**src/rtl/mmr_selector.sv**
```systemverilog
// Decodes a bus address into an index within the memory-mapped register window.
// Index and hit are combinational; a registered copy adds a one-hot select.
module mmr_selector #(
  parameter int ADDR_W    = 12,
  parameter int SEL_W     = 7,
  parameter int BASE_ADDR = 1025,
  parameter int NUM_MMR   = 128
) (
  input  logic               clk,
  input  logic               reset,
  input  logic [ADDR_W-1:0]  addr,
  output logic [SEL_W-1:0]   sel,
  output logic               hit,
  output logic [SEL_W-1:0]   sel_q,
  output logic               hit_q,
  output logic [NUM_MMR-1:0] sel_oh_q
);

  localparam int unsigned    WIN_LO  = BASE_ADDR;
  localparam int unsigned    WIN_HI  = BASE_ADDR + NUM_MMR - 1;
  localparam logic [SEL_W-1:0] BASE_LO = SEL_W'(BASE_ADDR);

  logic [31:0]        addr_ext;
  logic [SEL_W-1:0]   offset;
  logic [NUM_MMR-1:0] oh_d;

  // Compare in 32 bits so the window bound can never wrap within ADDR_W.
  assign addr_ext = {{(32-ADDR_W){1'b0}}, addr};
  assign hit      = (addr_ext >= WIN_LO) && (addr_ext <= WIN_HI);

  // Modular subtraction on the low bits equals the truncated full difference.
  assign offset = addr[SEL_W-1:0] - BASE_LO;
  assign sel    = hit ? offset : '0;

  for (genvar g = 0; g < NUM_MMR; g++) begin : g_oh
    assign oh_d[g] = hit && (sel == SEL_W'(g));
  end

  always_ff @(posedge clk or posedge reset) begin
    if (reset) begin
      sel_q    <= '0;
      hit_q    <= 1'b0;
      sel_oh_q <= '0;
    end else begin
      sel_q    <= sel;
      hit_q    <= hit;
      sel_oh_q <= oh_d;
    end
  end

endmodule

```
**config.mk**
```make
export PLATFORM = sky130hd
export DESIGN_NAME = mmr_selector
export DESIGN_NICKNAME = d
export VERILOG_FILES = /design/src/rtl/mmr_selector.sv
export SDC_FILE = /design/constraint.sdc
export NUM_CORES = 1
export LEC_CHECK = 0
export CAP_MARGIN = 10
export CORE_MARGIN = 4
export CORE_UTILIZATION = 50
export CTS_BUF_LIST = sky130_fd_sc_hd__clkbuf_8 sky130_fd_sc_hd__clkbuf_16
export CTS_CLUSTER_DIAMETER = 100
export DETAILED_ROUTE_END_ITERATION = 16
export GPL_TIMING_DRIVEN = 1
export HOLD_SLACK_MARGIN = 0.12
export PLACE_DENSITY = 0.85
export SLEW_MARGIN = 15
export SYNTH_ARGS = -nofsm -noshare
export SYNTH_HDL_FRONTEND = slang
export SYNTH_SLANG_ARGS = --single-unit
export TNS_END_PERCENT = 50
```
**constraint.sdc**
```tcl
create_clock -name clk -period 8.05 [get_ports clk]
set_input_delay 1.61 -clock clk [delete_from_list [all_inputs] [get_ports clk]]
set_output_delay 1.61 -clock clk [all_outputs]
set_load 0.1 [all_outputs]
```
; ---- Word level (Yosys, flattened, before mapping)
; Cells that the tools add are included.
[classes]
addsub = 1
mul = 0
div = 0
magnitude_cmp = 2
n_eq_ne = 127
shift = 0
mux = 1
bitwise_logic = 0
reduce_logical = 130
[ops]
columns = operator, n
row1 = 7-bit equality test (second input constant), 64
row2 = 7-bit by 6-bit equality test with 1-bit output (second input constant), 32
row3 = 1-bit logical AND, 129
row4 = 7-bit by 5-bit equality test with 1-bit output (second input constant), 16
row5 = 7-bit by 4-bit equality test with 1-bit output (second input constant), 8
row6 = 7-bit by 3-bit equality test with 1-bit output (second input constant), 4
row7 = 7-bit by 2-bit equality test with 1-bit output (second input constant), 2
row8 = 12-bit by 11-bit >= comparator with 1-bit output (second input constant), 1
row9 = 12-bit by 11-bit less-or-equal comparator with 1-bit output (second input constant), 1
row10 = 7-bit by 1-bit equality test with 1-bit output (second input constant), 1
row11 = 7-bit logical NOT, 1
row12 = 7-bit two-way mux, 1
row13 = 7-bit by 1-bit subtractor with 7-bit output (second input constant), 1
[totals]
regBits = 136
latchBits = 0
mem_bits_rw = 0
rom_bits = 0
in_bits = 14
output_inout_bits = 144
elab_cells = 264
n_memories = 0

; ---- Logic depth before layout (Yosys ltp)
; Gate-level depths: netlist of run 1.
[logic_depth]
ltp_word = 5
depth_mapped = 9
ltp_nobuf = 6

; ---- Least setup slack after synthesis of run 1
; Ideal clock, no wire load.
[synth_path]
kind = in2out
start = input port addr[0]
end = output port sel[2]
arrival_ps = 4157
required_ps = 6440
path_slack_ps = 2283
cell_stages = 8
n_path_buf = 2
path_cell_list = clkbuf_1 > inv_1 > ha_1 > nor4b_1 > o211a_1 > nand2_2 > buf_2 > nor2_1
[synth_via]
elab_chain_len = 3
elab_cells_between_ends = 5
classes_between = 1 x add/sub / 2 x order compare / 1 x mux / 1 x reduce/logical
[synth_rtl]
columns = item, line_no
row1 = from (decl), 11  ; input logic [ADDR_W-1:0] addr,
row2 = 12-bit by 11-bit >= comparator with 1-bit output or 12-bit by 11-bit less-or-equal comparator with 1-bit output (tied branches), 29  ; assign hit = (addr_ext >= WIN_LO) && (addr_ext <= WIN_HI);
row3 = 1-bit logical AND, 29
row4 = 7-bit two-way mux (*), 33  ; assign sel = hit ? offset : '0;
row5 = to (decl), 12  ; output logic [SEL_W-1:0] sel,
; Mark *: on every way between the ends. The rest lies on a longest branch, timed or not.

; ---- Worst setup path in the final report of run 1
[layout_path]
start = input port addr[0]
end = output port sel[4]
; Same word-level chain as after synthesis.

==> impl_metrics.env, run 1 <==
export IMPL_outcome="finished, final reports clean"
export IMPL_critPathKind="input port to output port"
export IMPL_wl_per_cell_um=20.6
export IMPL_drv_slew=0
export IMPL_yosysTopAreaCellShare_pct=67.7
export IMPL_setup_ws_ps=1510
export IMPL_initial_utilization_pct=51.4
export IMPL_synth_avg_cell_area_um2=12.4
export IMPL_rows=36
export IMPL_max_stage_delay_ps=1140
export IMPL_power_total_w=0.00155
export IMPL_remaining_drc_errors=0
export IMPL_synthAdderAreaFrac_pct=0.746
export IMPL_cts_root_buf="clkbuf_8"
export IMPL_crit_path_max_fanout=12
export IMPL_slew_headroom_pct=25.0
export IMPL_critPathArrivalTime_ps=4930
export IMPL_cts_sinks=136
export IMPL_ys_warn_count=0
export IMPL_dieHeight_um=108
export IMPL_utilization_pct=73.7
export IMPL_p_leak_nw=3.00
export IMPL_port_buffers=157
export IMPL_tritoncts="yes"
export IMPL_post_place_ws_ps=1570
export IMPL_track_usage_pct=24.8
export IMPL_tns_ps=0
export IMPL_io_pins=158
export IMPL_finalSetupViolCount=0
export IMPL_synth_compound_area_share_pct=4.63
export IMPL_yosys_top_cells_area="dfrtp_1 (68%), nor4_1 (7.3%), nor3_1 (6.9%)"
export IMPL_routed_via_density=5.72
export IMPL_peakVddDrop_v=0.000133
export IMPL_antenna_found_initial=0
export IMPL_first_pass_iters=5
export IMPL_synth_mux_area_share_pct=0
export IMPL_grt_pass1_vias=3914
export IMPL_rsz0062_at_grt="no"
export IMPL_dp_hpwl_mm=9.41
export IMPL_coreArea_mm2=0.00977
export IMPL_synth_xor_area_share_pct=0.697
export IMPL_netlist_area_mm2=0.00503
export IMPL_diodes=0
export IMPL_cts_buffers=17
export IMPL_synth_distinct_cells=41
export IMPL_required_ps=6440
export IMPL_cts_resized=0
export IMPL_period_share_pct=81.2
export IMPL_synth_simple_area_share_pct=21.5
export IMPL_synth_top_area_cell="dfrtp_1"
export IMPL_startpoint_type="input port"
export IMPL_worst_pin_slew_ps=1120
export IMPL_synth_nets=422
export IMPL_synth_top_family_by_area="simple AND/OR/NAND/NOR gates"
export IMPL_layout_common_cells="clkdlybuf4s50_1 (151), dfrtp_1 (136), nor3_1 (69)"
export IMPL_cts_max_level=4
export IMPL_clock_path_buffers=2
export IMPL_fin_crit_ps=6540
export IMPL_clk_pin_slew_ps=60
export IMPL_num_fill_cells=626
export IMPL_ys_seq_area_share_pct=67.7
export IMPL_crit_path_end_kind="output port"
export IMPL_routed_wl_mm=14.4
export IMPL_drive_above_1_share_pct=11.9
export IMPL_fp_dieW_um=108
export IMPL_drt_iter0_drc=331
export IMPL_gp_congestion=0.897
export IMPL_path_cells="clkdlybuf4s50_1 -> inv_1 -> ha_1 -> or4b_4 -> o22ai_4 -> nand2_1 -> inv_1 -> clkdlybuf4s50_1"
export IMPL_synthCells=405
export IMPL_dieArea_mm2=0.0117
export IMPL_cts_hold_buf=0
export IMPL_p_per_area_mw_per_mm2=215
export IMPL_postCtsSetupBuffers=0
export IMPL_crit_slowest_cell="clkdlybuf4s50_1"
export IMPL_layout_nets=566
export IMPL_areaGrowthSynthToFinish_pct=43.2
export IMPL_hp_class="input port to asynchronous set/reset pin"
export IMPL_grt_max_degree=81
export IMPL_maxCapViolCount=0
export IMPL_final_common_cell="clkdlybuf4s50_1"
export IMPL_hold_violations=0
export IMPL_ys_seq_elements=136
export IMPL_fmax_mhz=153
export IMPL_grt_pass1_wl_mm=21.6
export IMPL_grt_overflow=0
export IMPL_ant_nets=0
export IMPL_vias=3978
## layout make-up
| type | count | area [um^2] | area share, % |
|---|---|---|---|
| clock buffer | 18 | 428 | 5.94 |
| clock inverter | 14 | 175 | 2.43 |
| inverter | 9 | 36.3 | 0.504 |
| multi-input combinational | 224 | 1410 | 19.5 |
| sequential | 136 | 3400 | 47.2 |
| tap | 133 | 166 | 2.31 |
| timing repair buffer | 161 | 1590 | 22.0 |
## state kept, by name, indices dropped and copies added (netlist names)
name and flops:
sel_oh_q 128, hit_q 1, sel_q 7
## power by group
part	leakage [nW]	switching [W]	internal (W)	total (W)
logic	0.813	0.0000708	0.0000186	0.0000895
clock network	0.287	0.000292	0.000482	0.000774
registers	1.90	0.000000163	0.000684	0.000684
total	3.00	0.000363	0.00118	0.00155
## worst max-delay path: cells and delay by family
kind                     cells  cell delay (ps)
buffers and inverters        4             2000
AND/OR/NAND/NOR              2              710
adder cells (fa/ha/maj)      1              350
AO/OA/AOI/OAI                1              250
## synthesized netlist by cell type, drive strengths merged
cell type    n
and3         2
nor3b        1
a211oi       2
o221a        1
nor4b        2
nand4b       1
dfrtp      136
clkbuf       9
nor2        14
buf         27
nor4        64
xnor2        3
nand2       19
or4b         1
nand3b       1
o211a        1
nand4        1
o311ai       1
or3          2
o211ai       3
o21a         1
nor3        72
xor2         1
ha           3
a21oi        1
inv          9
o21ai       18
o22ai        1
or2          3
o2bb2ai      1
nand2b       4
## cell families after synthesis
group           after synthesis
fa+ha+maj                     3
compound gates               30
simple gates                187
buf+inv                      45
flops                       136
xor+xnor                      4
## through the flow
stage,instance area (um^2),hold slack (ps),instances
6_report,7200,1680,695
2_1_floorplan,5030,1830,405
3_3_place_gp,6590,2210,663
4_1_cts,7200,1690,695
5_1_grt,7200,1750,695
3_5_place_dp,6590,2230,663
## worst max-delay path by stage
| stage | start | endpoint | slack [ps] | cells past startpoint |
|---|---|---|---|---|
| floorplan | addr[0] | sel[2] | 2280 | 8 |
| global placement | addr[0] | sel[4] | 1670 | 8 |
| detailed placement | addr[0] | sel[4] | 1570 | 8 |
| CTS | addr[0] | sel[4] | 1570 | 8 |
| global route | addr[0] | sel[4] | 1320 | 8 |
| finish | addr[0] | sel[4] | 1510 | 8 |
## routing by layer
metal	vias up	GRT usage (%)	wire length, um
li1	1757	-	-
met5	-	0	0
met2	197	42.5	7540
met4	0	10.8	455
met3	32	4.48	893
met1	1992	31.0	5460
(Power assumes the default switching activity.)
==> run 2, diff against run 1 <==
- CORE_UTILIZATION: 50 -> 42
- PLACE_DENSITY: 0.85 -> 0.76
- clock period: 8.05 -> 5.3 ns (I/O delays scaled with it)
==> run 2 against run 1 <==
Worst hold slack got worse by 550 ps. Global-route usage decreased by 3.1 points. Combinational power increased by 58%. Routed wire length increased by 4.2%. Count of clock-buffer cells in the layout increased by 2. Clock power increased by 59%. First-iteration DRC count decreased by 13%. Critical path type unchanged. Die area increased by 18%. Critical endpoint is now sel[6]. Sequential share of layout area decreased by 1.0 points. Sequential power increased by 52%. Largest power group unchanged. Utilization decreased by 10 points.
==> impl_metrics.env, run 2 (same netlist as run 1, synthesis figures left out) <==
export IMPL_outcome="finished, final reports clean"
export IMPL_drive_above_1_share_pct=12.7
export IMPL_cts_buffers=17
export IMPL_largest_register="sel_oh_q"
export IMPL_crit_path_max_fanout=12
export IMPL_dieArea_mm2=0.0138
export IMPL_first_pass_iters=5
export IMPL_cts_max_level=4
export IMPL_dieHeight_um=117
export IMPL_gp_congestion=0.839
export IMPL_clock_path_buffers=2
export IMPL_rows=39
export IMPL_max_stage_delay_ps=620
export IMPL_clk_pin_slew_ps=60
export IMPL_p_leak_nw=3.06
export IMPL_io_pins=158
export IMPL_tns_ps=0
export IMPL_track_usage_pct=21.7
export IMPL_wl_per_cell_um=21.1
export IMPL_grt_pass1_wl_mm=23.2
export IMPL_largest_reg_flops=128
export IMPL_drt_iter0_drc=289
export IMPL_finalSetupViolCount=0
export IMPL_setup_ws_ps=643
export IMPL_coreArea_mm2=0.0116
export IMPL_hold_violations=0
export IMPL_grt_overflow=0
export IMPL_routed_wl_mm=15.0
export IMPL_final_common_cell="clkdlybuf4s50_1"
export IMPL_areaGrowthSynthToFinish_pct=46.4
export IMPL_vias=4035
export IMPL_period_share_pct=87.9
export IMPL_peakVddDrop_v=0.000155
export IMPL_tritoncts="yes"
export IMPL_postCtsSetupBuffers=0
export IMPL_layout_common_cells="clkdlybuf4s50_1 (149), dfrtp_1 (136), nor3_1 (69)"
export IMPL_critPathKind="input port to output port"
export IMPL_slew_headroom_pct=28.8
export IMPL_regArea_mm2=0.00340
export IMPL_worst_pin_slew_ps=1060
export IMPL_diodes=0
export IMPL_remaining_drc_errors=0
export IMPL_num_fill_cells=864
export IMPL_fin_crit_ps=4660
export IMPL_critPathArrivalTime_ps=3600
export IMPL_rsz0062_at_grt="no"
export IMPL_antenna_found_initial=0
export IMPL_grt_max_degree=68
export IMPL_crit_family="buffers and inverters"
export IMPL_initial_utilization_pct=43.5
export IMPL_fp_dieW_um=117
export IMPL_path_buf_inv=4
export IMPL_crit_slowest_cell="clkdlybuf4s50_1"
export IMPL_p_per_area_mw_per_mm2=327
export IMPL_maxCapViolCount=0
export IMPL_path_cells="clkdlybuf4s50_1 -> inv_1 -> ha_1 -> or4b_4 -> o21a_1 -> o211ai_2 -> inv_1 -> buf_12"
export IMPL_crit_path_end_kind="output port"
export IMPL_fmax_mhz=215
export IMPL_multi_input_area_mm2=0.00141
export IMPL_cts_resized=0
export IMPL_routed_via_density=5.70
export IMPL_cts_hold_buf=0
export IMPL_crit_cells=8
export IMPL_grt_pass1_vias=4102
export IMPL_cts_root_buf="clkbuf_16"
export IMPL_post_place_ws_ps=648
export IMPL_cts_sinks=136
export IMPL_startpoint_type="input port"
export IMPL_dp_hpwl_mm=10.1
export IMPL_top_regs="sel_oh_q: 128 flops, sel_q: 7 flops, hit_q: 1 flops"
export IMPL_hp_class="input port to asynchronous set/reset pin"
export IMPL_required_ps=4240
export IMPL_drv_slew=0
export IMPL_holdWs_ps=1130
export IMPL_port_buffers=157
export IMPL_ant_nets=0
export IMPL_utilization_pct=63.7
export IMPL_layout_nets=569
export IMPL_cp_common_cell="inv_1"
==> run 2: metrics by stage <==
step           cells  power, W  instance area (um^2)
6_report         708   0.00241                  7360
5_1_grt          708   0.00248                  7360
4_1_cts          708   0.00241                  7350
3_5_place_dp     676   0.00120                  6720
3_3_place_gp     676   0.00119                  6720
2_1_floorplan    405   0.00115                  5030
==> run 2: final timing paths <==
check                        start            end  slack, ps
hold / removal               reset   sel_oh_q[36]       1130
min in group clk           addr[8]  sel_oh_q[112]       1610
setup / recovery           addr[0]         sel[6]        640
max in group asynchronous    reset   sel_oh_q[47]       3210
==> run 2: layout make-up <==
class / instances / share of cell area (%)
timing repair buffer: 164 / 23.1
inverter: 9 / 0.493
sequential: 136 / 46.2
clock buffer: 20 / 6.34
multi-input combinational: 224 / 19.2
clock inverter: 12 / 2.21
tap: 143 / 2.43
==> run 2: per-layer routing <==
| metal | vias up | track usage (%) | wire [um] | part of all wire (%) |
|---|---|---|---|---|
| met1 | 2028 | 27.2 | 5960 | 40 |
| met3 | 39 | 4.52 | 903 | 6.0 |
| met5 | - | 0 | 0 | 0 |
| met4 | 0 | 10.0 | 538 | 3.6 |
| li1 | 1769 | - | - | - |
| met2 | 199 | 36.3 | 7550 | 50 |
==> run 2: report_power, final <==
part / internal [W] / switching (W)
clock network: 0.000784 / 0.000444
logic: 0.0000309 / 0.000110
registers: 0.00104 / 0.000000346
==> run 3, diff against run 2 <==
- CELL_PAD_IN_SITES_DETAIL_PLACEMENT: default -> 0
- CELL_PAD_IN_SITES_GLOBAL_PLACEMENT: default -> 1
- CORE_UTILIZATION: 42 -> 34
- CTS_BUF_LIST: sky130_fd_sc_hd__clkbuf_8 sky130_fd_sc_hd__clkbuf_16 -> sky130_fd_sc_hd__clkbuf_8
- PLACE_DENSITY: 0.76 -> default
- PLACE_DENSITY_LB_ADDON: default -> 0.1
==> run 3 against run 2 <==
Worst hold slack improved by 33 ps. Non-clock buffer count fell by 2. Combinational power barely moved. Largest cell class unchanged.
==> impl_metrics.env, run 3 (same netlist as run 1, synthesis figures left out) <==
export IMPL_areaGrowthSynthToFinish_pct=42.3
export IMPL_crit_slowest_cell="clkdlybuf4s50_1"
export IMPL_num_fill_cells=1315
export IMPL_cp_common_cell="inv_1"
export IMPL_cts_buffers=17
export IMPL_wl_per_cell_um=19.8
export IMPL_clock_path_buffers=2
export IMPL_hp_class="input port to asynchronous set/reset pin"
export IMPL_antenna_found_initial=0
export IMPL_fp_dieW_um=130
export IMPL_grt_pass1_vias=3804
export IMPL_maxCapViolCount=0
export IMPL_tritoncts="yes"
export IMPL_io_pins=158
export IMPL_cts_hold_buf=0
export IMPL_largest_reg_flops=128
export IMPL_coreArea_mm2=0.0145
export IMPL_largest_register="sel_oh_q"
export IMPL_routed_wl_mm=14.8
export IMPL_postCtsSetupBuffers=0
export IMPL_power_total_w=0.00200
export IMPL_gp_congestion=0.811
export IMPL_cts_resized=0
export IMPL_peakVddDrop_v=0.000147
export IMPL_port_buffers=157
export IMPL_dieHeight_um=130
export IMPL_place_area_mm2=0.00677
export IMPL_top_regs="sel_oh_q: 128 flops, sel_q: 7 flops, hit_q: 1 flops"
export IMPL_required_ps=4240
export IMPL_max_stage_delay_ps=600
export IMPL_first_pass_iters=4
export IMPL_layout_common_cells="clkdlybuf4s50_1 (149), dfrtp_1 (136), nor3_1 (69)"
export IMPL_crit_family="buffers and inverters"
export IMPL_diodes=0
export IMPL_outcome="finished, final reports clean"
export IMPL_crit_path_max_fanout=12
export IMPL_worst_pin_slew_ps=1040
export IMPL_period_share_pct=88.3
export IMPL_slew_headroom_pct=30.5
export IMPL_layout_nets=567
export IMPL_drive_above_1_share_pct=11.9
export IMPL_finalSetupViolCount=0
export IMPL_clk_pin_slew_ps=70
export IMPL_dp_hpwl_mm=9.88
export IMPL_p_per_area_mw_per_mm2=279
export IMPL_crit_path_end_kind="output port"
export IMPL_cts_root_buf="clkbuf_8"
export IMPL_remaining_drc_errors=0
export IMPL_dieArea_mm2=0.0168
export IMPL_path_buf_inv=4
export IMPL_ant_nets=0
export IMPL_routed_via_density=5.05
export IMPL_stdcell_count=747
export IMPL_vias=3773
export IMPL_grt_pass1_wl_mm=22.2
export IMPL_tns_ps=0
export IMPL_cts_max_level=4
export IMPL_placed_cells=715
export IMPL_initial_utilization_pct=34.6
export IMPL_track_usage_pct=17.7
export IMPL_drt_iter0_drc=266
export IMPL_hold_violations=0
export IMPL_startpoint_type="input port"
export IMPL_drv_slew=0
export IMPL_final_common_cell="clkdlybuf4s50_1"
export IMPL_cts_sinks=136
export IMPL_fin_crit_ps=4680
export IMPL_critPathArrivalTime_ps=3620
export IMPL_p_leak_nw=2.95
export IMPL_grt_max_degree=97
export IMPL_utilization_pct=49.3
export IMPL_rsz0062_at_grt="no"
export IMPL_grt_overflow=0
export IMPL_path_cells="clkdlybuf4s50_1 -> inv_1 -> ha_1 -> or4b_4 -> o21a_1 -> o211ai_2 -> inv_1 -> buf_12"
export IMPL_rows=44
export IMPL_final_area_mm2=0.00716
export IMPL_fmax_mhz=214
export IMPL_critPathKind="input port to output port"
run 3: cell types whose count changed in the layout (fill, tap and decap cells not counted), sizes merged:
cell,previous run,this run
buf,15,13
clkinvlp,2,1
bufinv,3,2
clkinv,3,6
inv,13,14
clkbuf,20,18
run 3: cell type report:
cell class	count	area (um^2)	area share, %
Inverter	9	38.8	0.542
Tap cell	184	230	3.22
Timing Repair Buffer	162	1690	23.6
Clock buffer	18	248	3.46
Clock inverter	14	134	1.87
Multi-Input combinational cell	224	1420	19.8
Sequential cell	136	3400	47.5
run 3: worst paths after layout:
check,startpoint,endpoint,slack (ps),cells past startpoint
max in group asynchronous,reset,sel_oh_q[114],3050,3
min in group clk,addr[0],sel_q[0],1590,2
setup / recovery,addr[0],sel[6],620,8
hold / removal,reset,sel_q[6],1160,2
run 3: where the power goes:
group | total, W | switching (W) | leakage (nW) | internal, W
Sequential | 0.00104 | 0.000000238 | 1.90 | 0.00104
Clock | 0.000817 | 0.000392 | 0.207 | 0.000426
Combinational | 0.000141 | 0.000111 | 0.845 | 0.0000304
Total | 0.00200 | 0.000503 | 2.95 | 0.00149
run 3: through the flow:
step                hold slack (ps)  worst slack (ps)
floorplan                      1280               601
finish                         1160               619
CTS                            1200               600
global route                   1240               445
detailed placement             1690               606
global placement               1670               660
run 3: routing by layer:
layer / wire length [um] / GRT usage [%] / share of wire, %
met1: 6680 / 25.4 / 45
met2: 6910 / 26.2 / 47
met3: 991 / 4.78 / 6.7
met4: 182 / 5.62 / 1.2
met5: 0 / 0 / 0
